File: config.mk
export PLATFORM = sky130hd
export DESIGN_NAME = clock_manager
export DESIGN_NICKNAME = d
export VERILOG_FILES = /design/src/rtl/clock_manager_pkg.sv /design/src/rtl/ce_divider.sv /design/src/rtl/clock_manager.sv
export SDC_FILE = /design/constraint.sdc
export NUM_CORES = 1
export LEC_CHECK = 0
export CORE_ASPECT_RATIO = 1.25
export CORE_MARGIN = 5
export CORE_UTILIZATION = 56
export DETAILED_ROUTE_END_ITERATION = 6
export PLACE_DENSITY = 0.76
export REMOVE_ABC_BUFFERS = 1
export SYNTH_ARGS = -nofsm -noshare
export SYNTH_HDL_FRONTEND = slang
export SYNTH_HIERARCHICAL = 1
export SYNTH_SLANG_ARGS = --single-unit
File: constraint.sdc
create_clock -name clock_in -period 3.1 [get_ports clock_in]
set_clock_uncertainty 0.1 [all_clocks]
set_input_delay 0.31 -clock clock_in [delete_from_list [all_inputs] [get_ports clock_in]]
set_output_delay 0.31 -clock clock_in [all_outputs]
set_load 0.03 [all_outputs]
File: src/rtl/clock_manager_pkg.sv
// Shared types and helpers for the PLL clock-domain manager.
package clock_manager_pkg;

    localparam int unsigned CM_MAX_DIV_BITS = 1024;

    typedef enum logic [1:0] {
        ST_WAIT_LOCK,
        ST_STABILIZE,
        ST_HOLD,
        ST_RUN
    } cm_state_t;

    // Pulls channel ch's divisor out of the packed DIVISORS parameter.
    function automatic logic [31:0] channel_div(input logic [CM_MAX_DIV_BITS-1:0] divs,
                                                input int unsigned ch,
                                                input int unsigned w);
        logic [CM_MAX_DIV_BITS-1:0] sh;
        logic [31:0]                res;
        sh  = divs >> (ch * w);
        res = '0;
        for (int unsigned b = 0; b < 32; b++) begin
            if (b < w) res[b] = sh[b];
        end
        return res;
    endfunction

endpackage

File: src/rtl/ce_divider.sv
// One clock-enable channel: counts 0..DIV-1 while run is high, strobes on DIV-1.
module ce_divider #(
    parameter int                   DIV_WIDTH = 16,
    parameter logic [DIV_WIDTH-1:0] DIV       = 1
) (
    input  logic clock_in,
    input  logic reset,
    input  logic run,
    output logic ce
);

    localparam logic [DIV_WIDTH-1:0] LAST = DIV - DIV_WIDTH'(1);

    logic [DIV_WIDTH-1:0] cnt_q, cnt_d;
    logic                 run_q;
    logic                 ce_q, ce_d;

    // run is the manager's next-state view, so cnt_q/ce_q line up with the RUN cycle itself.
    always_comb begin
        cnt_d = '0;
        if (run && run_q && (cnt_q != LAST)) cnt_d = cnt_q + DIV_WIDTH'(1);
        ce_d = run && (DIV != '0) && (cnt_d == LAST);
    end

    always_ff @(posedge clock_in or posedge reset) begin
        if (reset) begin
            cnt_q <= '0;
            run_q <= 1'b0;
            ce_q  <= 1'b0;
        end else begin
            cnt_q <= cnt_d;
            run_q <= run;
            ce_q  <= ce_d;
        end
    end

    assign ce = ce_q;

endmodule

File: src/rtl/clock_manager.sv
// PLL lock qualification, synchronised system reset release and phase-aligned clock enables.
module clock_manager
    import clock_manager_pkg::*;
#(
    parameter int                          NUM_CH      = 2,
    parameter int                          DIV_WIDTH   = 16,
    parameter logic [NUM_CH*DIV_WIDTH-1:0] DIVISORS    = {16'd3, 16'd1},
    parameter int                          LOCK_STABLE = 1024,
    parameter int                          RESET_HOLD  = 16,
    parameter int                          SYNC_STAGES = 2
) (
    input  logic              clock_in,
    input  logic              reset,
    input  logic              locked,
    input  logic              clear_lost,
    output logic              sys_reset,
    output logic              ready,
    output logic [NUM_CH-1:0] ce,
    output logic              lock_lost
);

    localparam int CNT_MAX = (LOCK_STABLE > RESET_HOLD) ? LOCK_STABLE : RESET_HOLD;
    localparam int CNT_W   = $clog2(CNT_MAX + 1);
    localparam logic [CNT_W-1:0] STAB_LAST = CNT_W'(LOCK_STABLE - 1);
    localparam logic [CNT_W-1:0] HOLD_LAST = CNT_W'(RESET_HOLD - 1);

    logic [SYNC_STAGES-1:0] sync_q, sync_d;
    logic                   locked_sync;
    cm_state_t              state_q, state_d;
    logic [CNT_W-1:0]       cnt_q, cnt_d;
    logic                   sys_reset_q, sys_reset_d;
    logic                   ready_q, ready_d;
    logic                   lock_lost_q, lock_lost_d;
    logic                   run_d;

    assign sync_d      = {sync_q[SYNC_STAGES-2:0], locked};
    assign locked_sync = sync_q[SYNC_STAGES-1];

    always_comb begin
        state_d = state_q;
        cnt_d   = cnt_q;
        case (state_q)
            ST_WAIT_LOCK: begin
                cnt_d = '0;
                if (locked_sync) state_d = ST_STABILIZE;
            end
            ST_STABILIZE: begin
                if (!locked_sync)            state_d = ST_WAIT_LOCK;
                else if (cnt_q == STAB_LAST) state_d = ST_HOLD;
                else                         cnt_d   = cnt_q + CNT_W'(1);
            end
            ST_HOLD: begin
                if (!locked_sync)            state_d = ST_WAIT_LOCK;
                else if (cnt_q == HOLD_LAST) state_d = ST_RUN;
                else                         cnt_d   = cnt_q + CNT_W'(1);
            end
            ST_RUN: begin
                if (!locked_sync) state_d = ST_WAIT_LOCK;
            end
            default: state_d = ST_WAIT_LOCK;
        endcase
        if (state_d != state_q) cnt_d = '0;

        run_d       = (state_d == ST_RUN);
        sys_reset_d = !run_d;
        ready_d     = run_d;

        // Set has priority over a coincident clear.
        lock_lost_d = lock_lost_q;
        if (state_q == ST_RUN && state_d == ST_WAIT_LOCK) lock_lost_d = 1'b1;
        else if (clear_lost)                              lock_lost_d = 1'b0;
    end

    always_ff @(posedge clock_in or posedge reset) begin
        if (reset) begin
            sync_q      <= '0;
            state_q     <= ST_WAIT_LOCK;
            cnt_q       <= '0;
            sys_reset_q <= 1'b1;
            ready_q     <= 1'b0;
            lock_lost_q <= 1'b0;
        end else begin
            sync_q      <= sync_d;
            state_q     <= state_d;
            cnt_q       <= cnt_d;
            sys_reset_q <= sys_reset_d;
            ready_q     <= ready_d;
            lock_lost_q <= lock_lost_d;
        end
    end

    for (genvar i = 0; i < NUM_CH; i++) begin : g_ch
        localparam logic [DIV_WIDTH-1:0] DIV_I =
            DIV_WIDTH'(channel_div(CM_MAX_DIV_BITS'(DIVISORS), i, DIV_WIDTH));
        ce_divider #(
            .DIV_WIDTH (DIV_WIDTH),
            .DIV       (DIV_I)
        ) u_div (
            .clock_in (clock_in),
            .reset    (reset),
            .run      (run_d),
            .ce       (ce[i])
        );
    end

    assign sys_reset = sys_reset_q;
    assign ready     = ready_q;
    assign lock_lost = lock_lost_q;

endmodule

== Yosys cells after proc, flatten, opt, wreduce, memory -nomap -nowiden ==
Index checks and enable logic that the tools add are counted.

* Reductions and logical operators: 14
* $add $sub $neg: 3
* Mux-type cells: 17
* Equal/unequal tests: 13

{| class="wikitable"
|+ Operators by type and width
! cell !! number
|-
| 11-bit two-way mux || 5
|-
| 11-bit one-hot mux with 3 select lines || 1
|-
| 16-bit by 1-bit adder with 16-bit output, second input constant || 2
|-
| 16-bit two-way mux || 2
|-
| 16-bit by 2-bit equality test with 1-bit output, second input constant || 1
|-
| 16-bit zero test || 1
|-
| 16-bit by 2-bit inequality test with 1-bit output, second input constant || 1
|-
| 16-bit nonzero test || 1
|-
| 2-bit two-way mux || 6
|-
| 3-bit inequality test, second input constant || 4
|-
| 11-bit by 1-bit adder with 11-bit output, second input constant || 1
|-
| 11-bit by 10-bit equality test with 1-bit output, second input constant || 1
|-
| 11-bit by 4-bit equality test with 1-bit output, second input constant || 1
|-
| 2-bit one-hot mux with 4 select lines || 1
|-
| 2-bit equality test, second input constant || 3
|-
| 1-bit logical AND || 6
|-
| 5-bit AND reduction || 1
|-
| 2-bit zero test || 2
|-
| 4-bit nonzero test || 1
|-
| 2-bit by 1-bit equality test with 1-bit output, second input constant || 1
|-
| 1-bit two-way mux || 2
|-
| 2-bit inequality test || 1
|-
| 2-bit nonzero test || 1
|-
| 1-bit zero test || 1
|}

* Input bits: 4
* Output and inout bits: 5
* Logic and storage cells: 57
* Register bits after elaboration: 52

== Depth between registers and ports, before layout ==
Gate-level depths: netlist of run 1.

* Depth after elaboration: 10
* Depth in mapped cells: 12
* Depth with buffers taken out: 11

== Hierarchy ==
The synthesis of run 1 kept the hierarchy.

{| class="wikitable"
|+ By module, submodules not included
! module !! cells each !! area an instance (µm²) !! seq. area each (µm²) !! times used
|-
| clock_manager || 129 || 1148.6 || 451.7 || 1
|-
| ce_divider at g_ch[0].u_div || 121 || 1107.3 || 450.4 || 1
|-
| ce_divider at g_ch[1].u_div || 111 || 1073.5 || 450.4 || 1
|}

== Worst setup path after synthesis of run 1 ==
OpenSTA, ideal clock, no wires.

* Path kind: flip-flop to flip-flop
* From: register state_q[0]
* To: register g_ch[1].u_div.ce_q
* Setup slack: -0.008 ns
* Period minus slack after synthesis: 3.108 ns
* Setup time: 0.067 ns
* Data arrival time: 2.941 ns
* Cell stages (with the launch flop): 13
* Cell sequence: dfrtp_1 inv_1 ha_1 or3b_2 nor4_4 nor2_2 o21ai_1 and2_1 nand2_1 a41o_1 buf_4 nor4b_1 o2111a_1

* Elaborated cells on any way between the ends: 17
* Classes of those cells: 5 x eq/ne; 8 x mux; 4 x reduce/logical

{| class="wikitable"
|+ RTL lines
! element !! RTL line !! source
|-
| from (decl) || clock_manager.sv:29 || <nowiki>cm_state_t state_q, state_d;</nowiki>
|-
| from (signal assigned) || clock_manager.sv:84 || <nowiki>state_q <= state_d;</nowiki>
|-
| 2-bit equality test (tied with other cells) || clock_manager.sv:42 || <nowiki>case (state_q)</nowiki>
|-
| 2-bit one-hot mux with 4 select lines (*) || clock_manager.sv:42 ||
|-
| named net state_d[1] || clock_manager.sv:29 ||
|-
| 2-bit equality test (*) || clock_manager.sv:64 || <nowiki>run_d = (state_d == ST_RUN);</nowiki>
|-
| named net ready_d || clock_manager.sv:32 || <nowiki>logic ready_q, ready_d;</nowiki>
|-
| 1-bit logical AND (2 in a row) || ce_divider.sv:21 || <nowiki>if (run && run_q && (cnt_q != LAST)) cnt_d = cnt_q + DIV_WIDTH'(1);</nowiki>
|-
| 16-bit two-way mux || ce_divider.sv:21 ||
|-
| 16-bit by 2-bit equality test with 1-bit output || ce_divider.sv:22 || <nowiki>ce_d = run && (DIV != '0) && (cnt_d == LAST);</nowiki>
|-
| 1-bit logical AND (*) || ce_divider.sv:22 ||
|-
| named net g_ch[1].u_div.ce_d || ce_divider.sv:16 || <nowiki>logic ce_q, ce_d;</nowiki>
|-
| to (signal assigned) || ce_divider.sv:29 || <nowiki>ce_q <= 1'b0;</nowiki>
|-
| to (signal assigned) || ce_divider.sv:33 || <nowiki>ce_q <= ce_d;</nowiki>
|-
| to (decl) || ce_divider.sv:16 ||
|}

The timed path passes the listed nets; every way through them passes the cells marked *.
A chain may end at the register's enable or synchronous reset.

== Worst setup path in the final report of run 1 ==
Same ends and word-level chain as after synthesis.

==> key figures, run 1 <==
Worst setup path
  – Crit path kind: register to register
  – Largest delay share family, worst path: simple AND/OR/NAND/NOR gates
  – R2r endpoint: g_ch[1].u_div/ce$_DFF_PP0_
  – Buffers & Inverters on Critical Path: 1
  – Crit-path max cell delay: 490 ps
  – R2R cell count: 11
  – Critical Path AT: 3030 ps
  – Crit-path max FO: 4
  – Worst R2R Start: state_q[0]$_DFF_PP0_
  – Required time of the critical path: 3250 ps
  – Flop2flop setup slack: 220 ps
  – CP endpoint kind: register
  – CP cell instances: inv_1 -> ha_1 -> or3b_2 -> nor4_4 -> nor2_2 -> o21ai_1 -> and2_1 -> nand2_1 -> a41o_1 -> nor4b_1 -> o2111a_1
  – CP Launch Type: register
  – Slowest cell on the critical path: or3b_2

Floorplanning
  – Die Area: 0.00760 sq mm
  – Initial Util: 57.6%
  – Core area: 0.00578 sq mm
  – Ports: 9
  – Row count: 31
  – Height of the die: 96.2 um
  – Horiz. Die Dim: 79.0 um

GRT
  – Antenna violations before repair: 0
  – First-pass GRT wire length: 11800 um
  – Vias in the first global route: 2549
  – GRT Total Usage: 19.2%
  – Total grt overflow: 0
  – Largest net degree at the start of global routing: 19

Routing
  – Met3 Routed Length: 214 um
  – Highest metal used: met4
  – Wl on met1: 3160 um
  – Routed WL: 6800 um
  – Via count: 2647
  – WL met2: 3290 um
  – DR vias/cell: 6.13
  – # DRC: 0
  – Wire length per cell: 15.7 um
  – Drt first pass iters: 4
  – DR iter-0 viols: 191
  – Detail Route Antenna Nets: 0

Synth
  – Most common cell in the netlist: dfrtp_1
  – XOR/XNOR share of the synthesized area: 8.42%
  – Simple-Gate Fraction of Synth Area: 29.2%
  – Top_reg_cell synth: dfrtp_1
  – Mapped Cells: 361
  – Synthesized cell area: 0.00333 sq mm
  – Complex-gate fraction of the synthesized area: 12.7%
  – Netlist cell types: 69
  – Adder-Cell Fraction of Synth Area: 3.38%
  – Synth top area cells: dfrtp_1 40%, nor2_1 5.9%, xnor2_1 4.2%, xor2_1 4.2%, ha_1 3.4%
  – Ys async rst share: 100%
  – Syn_area_per_cell: 9.22 sq um
  – Synth top cells by count: 53 x dfrtp_1, 52 x nor2_1, 24 x nand2_1
  – Number of flops mapped to enable cells by yosys: 0
  – Mux cell area share after synthesis: 0%
  – Yosys reg bits: 54
  – Yosys warning count: 6
  – Sequential fraction of the synthesis area: 40.6%
  – Cell accounting for the most synthesized area: dfrtp_1
  – Largest family of logic cells by synthesized area: simple AND/OR/NAND/NOR gates
  – Top cell type's share of synthesized area: 39.8%

STA
  – Slew @ Worst Pin: 707 ps
  – Final number of setup-violating endpoints: 0
  – Final hold vios: 0
  – Final Max Slew Viols: 0
  – Unrepaired setup endpoints after global routing: no
  – Max-slew headroom: 52.8%
  – Setup ws final: 225 ps
  – Tmin final: 2880 ps
  – Sum Neg Setup Slack: 0 ps
  – Maximum clock rate: 0.348 GHz
  – Final period utilization: 92.8%

CTS
  – Clk buf depth: 2
  – Worst-path clk slew: 100 ps
  – Worst-Skew Late Latency: 310 ps
  – Clock root cell: clkbuf_8
  – Clock sinks: 54
  – Hold-fix buffers, CTS: 0
  – CTS buffer count: 5
  – # H-tree levels: 2
  – CTS tree: done

Pwr
  – Leakage power: 1.37 nW
  – Power share of the combinational group: 24.1%
  – Seq pwr share: 49.3%
  – VDD IR max: 0.275 mV
  – Design Power: 1.49 mW
  – Clock power share: 26.7%
  – Internal: 0.993 mW
  – Switching power: 0.495 mW
  – Switching share of power: 33.3%
  – Power Density: 422 mW/mm^2

Place
  – Dpl ws: 211 ps
  – Post-DP HPWL: 4870 um
  – PortBufs: 8
  – Placer Congestion: 0.871

Cells and area
  – Nets: 378
  – Synth-to-layout area growth: 6.01%
  – Diode count: 0
  – Layout Utilization: 61.1%
  – Share of cells above drive strength 1: 10.4%

Worst hold path
  – WHS Path Cells: 0
  – Hold wc startpoint: sync_q[0]$_DFF_PP0_
  – Hold worst-path end: sync_q[1]$_DFF_PP0_
  – Hold Path Class: register to register

Run
  – Max_cap viols: 0

Status
  – Status: finished clean
power by group through the flow:
stage	combinational [mW]	sequential, mW	clock [mW]
after global placement	0.353	0.746	0
after floorplan	0.244	0.751	0
after detailed placement	0.352	0.747	0
after global routing	0.392	0.737	0.435
final	0.358	0.733	0.397
after CTS	0.354	0.733	0.412
layer usage:
metal	global-route usage, %	vias to the layer above
li1	-	1306
met1	24.8	1287
met2	33.3	41
met3	3.00	13
met4	6.02	0
met5	0	-
stage by stage:
step           cells  cell area [sq um]  hold WS (ps)
3_5_place_dp     424               3430           238
3_3_place_gp     424               3430           248
4_1_cts          432               3520           269
2_1_floorplan    342               3210           148
5_1_grt          432               3530           281
6_report         432               3530           267
timing repair:
| item | CTS | global route |
|---|---|---|
| resized for setup | 0 | 2 |
| setup endpoints to repair | 0 | 10 |
| buffers inserted | 0 | 0 |
cells by family (layout without fill, tap and decap cells):
group | after synthesis | after routing
xor+xnor | 32 | 32
compound gates | 56 | 56
simple gates | 173 | 173
fa+ha+maj | 9 | 9
flops | 54 | 54
buf+inv | 37 | 42
worst max-delay path by stage:
| stage | from | endpoint | slack [ps] | cells after the start |
|---|---|---|---|---|
| 6_report | state_q[0]$_DFF_PP0_ | g_ch[1].u_div/ce$_DFF_PP0_ | 220 | 11 |
| 2_1_floorplan | state_q[0]$_DFF_PP0_ | g_ch[1].u_div/ce$_DFF_PP0_ | -60 | 11 |
| 4_1_cts | cnt_q[8]$_DFFE_PP0P_ | g_ch[1].u_div/ce$_DFF_PP0_ | 180 | 9 |
| 5_1_grt | state_q[1]$_DFF_PP0_ | g_ch[0].u_div/ce$_DFF_PP0_ | 5 | 11 |
| 3_3_place_gp | cnt_q[8]$_DFFE_PP0P_ | g_ch[0].u_div/cnt_q[9]$_DFF_PP0_ | 260 | 9 |
| 3_5_place_dp | cnt_q[8]$_DFFE_PP0P_ | g_ch[1].u_div/ce$_DFF_PP0_ | 210 | 9 |
layout by cell type, fill, tap and decap left out, types with 3 or more instances in the layout:
master	count
clkdlybuf4s50_1	8
o22ai_1	3
nand4_1	12
ha_1	9
o21ai_0	8
nor4b_1	3
nand2_1	24
buf_4	8
a22oi_1	4
o31ai_1	3
and3_1	4
a311oi_1	3
inv_1	18
nor3_1	16
xnor2_1	16
dfrtp_1	53
a31oi_1	4
a21oi_1	9
clkbuf_8	5
xor2_1	16
nor4_2	3
nand3b_1	3
nand3_1	18
a41oi_1	3
nor4_1	7
nor2_1	52
cell type report:
cell class	instances	area (sq um)
Fill cell	494	2250
Multi-Input combinational cell	270	1800
Sequential cell	54	1350
Timing Repair Buffer	16	140
Tap cell	66	82.6
Clock buffer	6	72.6
Inverter	18	67.6
Clock inverter	2	13.8
flip-flops by register name, summed over array words and instances (netlist names):
signal            cells
lock_lost             1
g_ch.u_div/cnt_q     32
cnt_q                11
g_ch.u_div/run_q      2
state_q               2
sync_q                2
g_ch.u_div/ce         2
ready                 1
sys_reset             1
(Power assumes the default switching activity.)
==> run 2, diff against run 1 <==
- GPL_TIMING_DRIVEN: unset -> 0
==> run 2 against run 1 <==
- sequential share of layout area shrank 0.58 points
- combinational power is essentially flat
- final cell count shrank 0.69%
- total power grew 4.7%
==> key figures, run 2 (synthesis gave the netlist of run 1 again) <==
Routing
  – Via count: 2666
  – Drt first pass iters: 5
  – # DRC: 0
  – Routed WL: 6870 um
  – Wire length per cell: 16.0 um
  – DR iter-0 viols: 294
  – Detail Route Antenna Nets: 0
  – DR vias/cell: 6.21

CTS
  – Worst-Skew Late Latency: 300 ps
  – CTS tree: done
  – Clock root cell: clkbuf_8
  – Clk buf depth: 2
  – CTS buffer count: 5
  – Clock sinks: 54
  – # H-tree levels: 2
  – Hold-fix buffers, CTS: 0
  – Worst-path clk slew: 100 ps

Worst setup path
  – Crit-path max cell delay: 580 ps
  – CP endpoint kind: register
  – Required time of the critical path: 3250 ps
  – Critical Path AT: 3110 ps
  – Slowest cell on the critical path: or4_4
  – CP Launch Type: register
  – Crit path kind: register to register
  – CP cell instances: or4_4 -> nor4_4 -> nor2_4 -> o21ai_2 -> and2_4 -> nand2_1 -> a41o_4 -> nor4b_2 -> o2111a_1
  – Crit-path max FO: 17

GRT
  – Met3 Use GR: 3.00%
  – GRT Total Usage: 19.0%
  – Met2 GRT Util: 33.4%
  – First-pass GRT wire length: 11700 um
  – Antenna violations before repair: 0
  – Total grt overflow: 0
  – Met1 usage: 24.2%
  – Largest net degree at the start of global routing: 19
  – Gr busiest metal: met2
  – Vias in the first global route: 2531

STA
  – Final number of setup-violating endpoints: 0
  – Unrepaired setup endpoints after global routing: no
  – Final hold vios: 0
  – Slew @ Worst Pin: 695 ps
  – Max-slew headroom: 53.6%
  – Maximum clock rate: 0.338 GHz
  – Final Max Slew Viols: 0
  – Tmin final: 2960 ps
  – Final period utilization: 95.5%
  – Hold_ws: 264 ps

Cells and area
  – Most flops, register: g_ch.u_div/cnt_q
  – Most common cell after layout, fill and taps aside: nor2_1
  – Largest regs: g_ch.u_div/cnt_q x32, cnt_q x11
  – Most frequent cells in the layout: 52 x nor2_1, 51 x dfrtp_1, 24 x nand2_1
  – Diode count: 0
  – Share of cells above drive strength 1: 12.1%
  – Nets: 375
  – Number of flip-flops under the largest register name: 32
  – Synth-to-layout area growth: 7.85%
  – Layout Utilization: 62.1%

Floorplanning
  – Ports: 9
  – Row count: 31
  – Horiz. Die Dim: 79.0 um
  – Height of the die: 96.2 um
  – Core area: 0.00578 sq mm
  – Initial Util: 57.6%
  – Die Area: 0.00760 sq mm

Place
  – Post-DP HPWL: 4730 um
  – Placer Congestion: 0.849
  – PortBufs: 8

Status
  – Status: finished clean

Pwr
  – Leakage power: 1.38 nW
  – Power Density: 434 mW/mm^2
  – Clock power share: 29.9%
  – Switching power: 0.488 mW
  – VDD IR max: 0.229 mV
  – Seq pwr share: 47.2%
  – Internal: 1.07 mW
  – Switching share of power: 31.3%
  – Power share of the combinational group: 22.9%

Run
  – Max_cap viols: 0

Worst hold path
  – Hold Path Class: register to register
run 2: final timing paths:
check,start,end,slack (ps),cells past startpoint
worst max-delay path,cnt_q[8]$_DFFE_PP0P_,g_ch[1].u_div/ce$_DFF_PP0_,140,9
max in group asynchronous,reset,state_q[1]$_DFF_PP0_,2000,2
worst min-delay path,sync_q[0]$_DFF_PP0_,sync_q[1]$_DFF_PP0_,260,0
worst max register to register,cnt_q[8]$_DFFE_PP0P_,g_ch[1].u_div/ce$_DFF_PP0_,140,9
min in group asynchronous,reset,g_ch[1].u_div/cnt_q[12]$_DFF_PP0_,410,2
worst min register to register,sync_q[0]$_DFF_PP0_,sync_q[1]$_DFF_PP0_,260,0
run 2: power groups by stage:
| stage | Combinational (mW) | Sequential (mW) | Clock, mW |
|---|---|---|---|
| finish | 0.357 | 0.736 | 0.465 |
| global route | 0.391 | 0.738 | 0.506 |
| CTS | 0.347 | 0.735 | 0.484 |
| detailed placement | 0.321 | 0.756 | 0 |
| global placement | 0.316 | 0.756 | 0 |
| floorplan | 0.244 | 0.751 | 0 |
run 2: per-layer routing:
metal	wire (um)	vias to the layer above
met5	0	-
met4	88	0
met3	340	8
met2	3450	77
met1	2990	1287
li1	-	1294
run 2: cell type report:
type	instances	area [sq um]
fillers	477	2190
multi-input cells	270	1860
repair buffers	13	118
flip-flops and latches	54	1360
clock buffers	6	72.6
well taps	66	82.6
clock inverters	2	37.5
inverters	18	67.6
run 2: what timing repair did:
action,4_1_cts,5_1_grt
buffers inserted,5,0
pin swaps,4,1
gates resized for setup,15,2
setup endpoints to repair,34,2
endpoints found under the hold margin,0,0
run 2: worst max-delay path, delay by kind of cell, from the launching register on:
family             cells  cell delay (ps)
AOI/OAI and AO/OA      3              710
and+or+nand+nor        6             1640
DFF                    1              450
run 2: through the flow:
stage | std cells | TNS (ps) | setup WS [ps] | total power [mW] | cell area [sq um]
global route | 429 | 0 | 2.84 | 1.63 | 3590
floorplan | 342 | -58.7 | -58.7 | 0.995 | 3210
detailed placement | 416 | -10970 | -705 | 1.08 | 3370
global placement | 416 | -8470 | -619 | 1.07 | 3370
CTS | 429 | 0 | 90.2 | 1.57 | 3580
finish | 429 | 0 | 138 | 1.56 | 3590
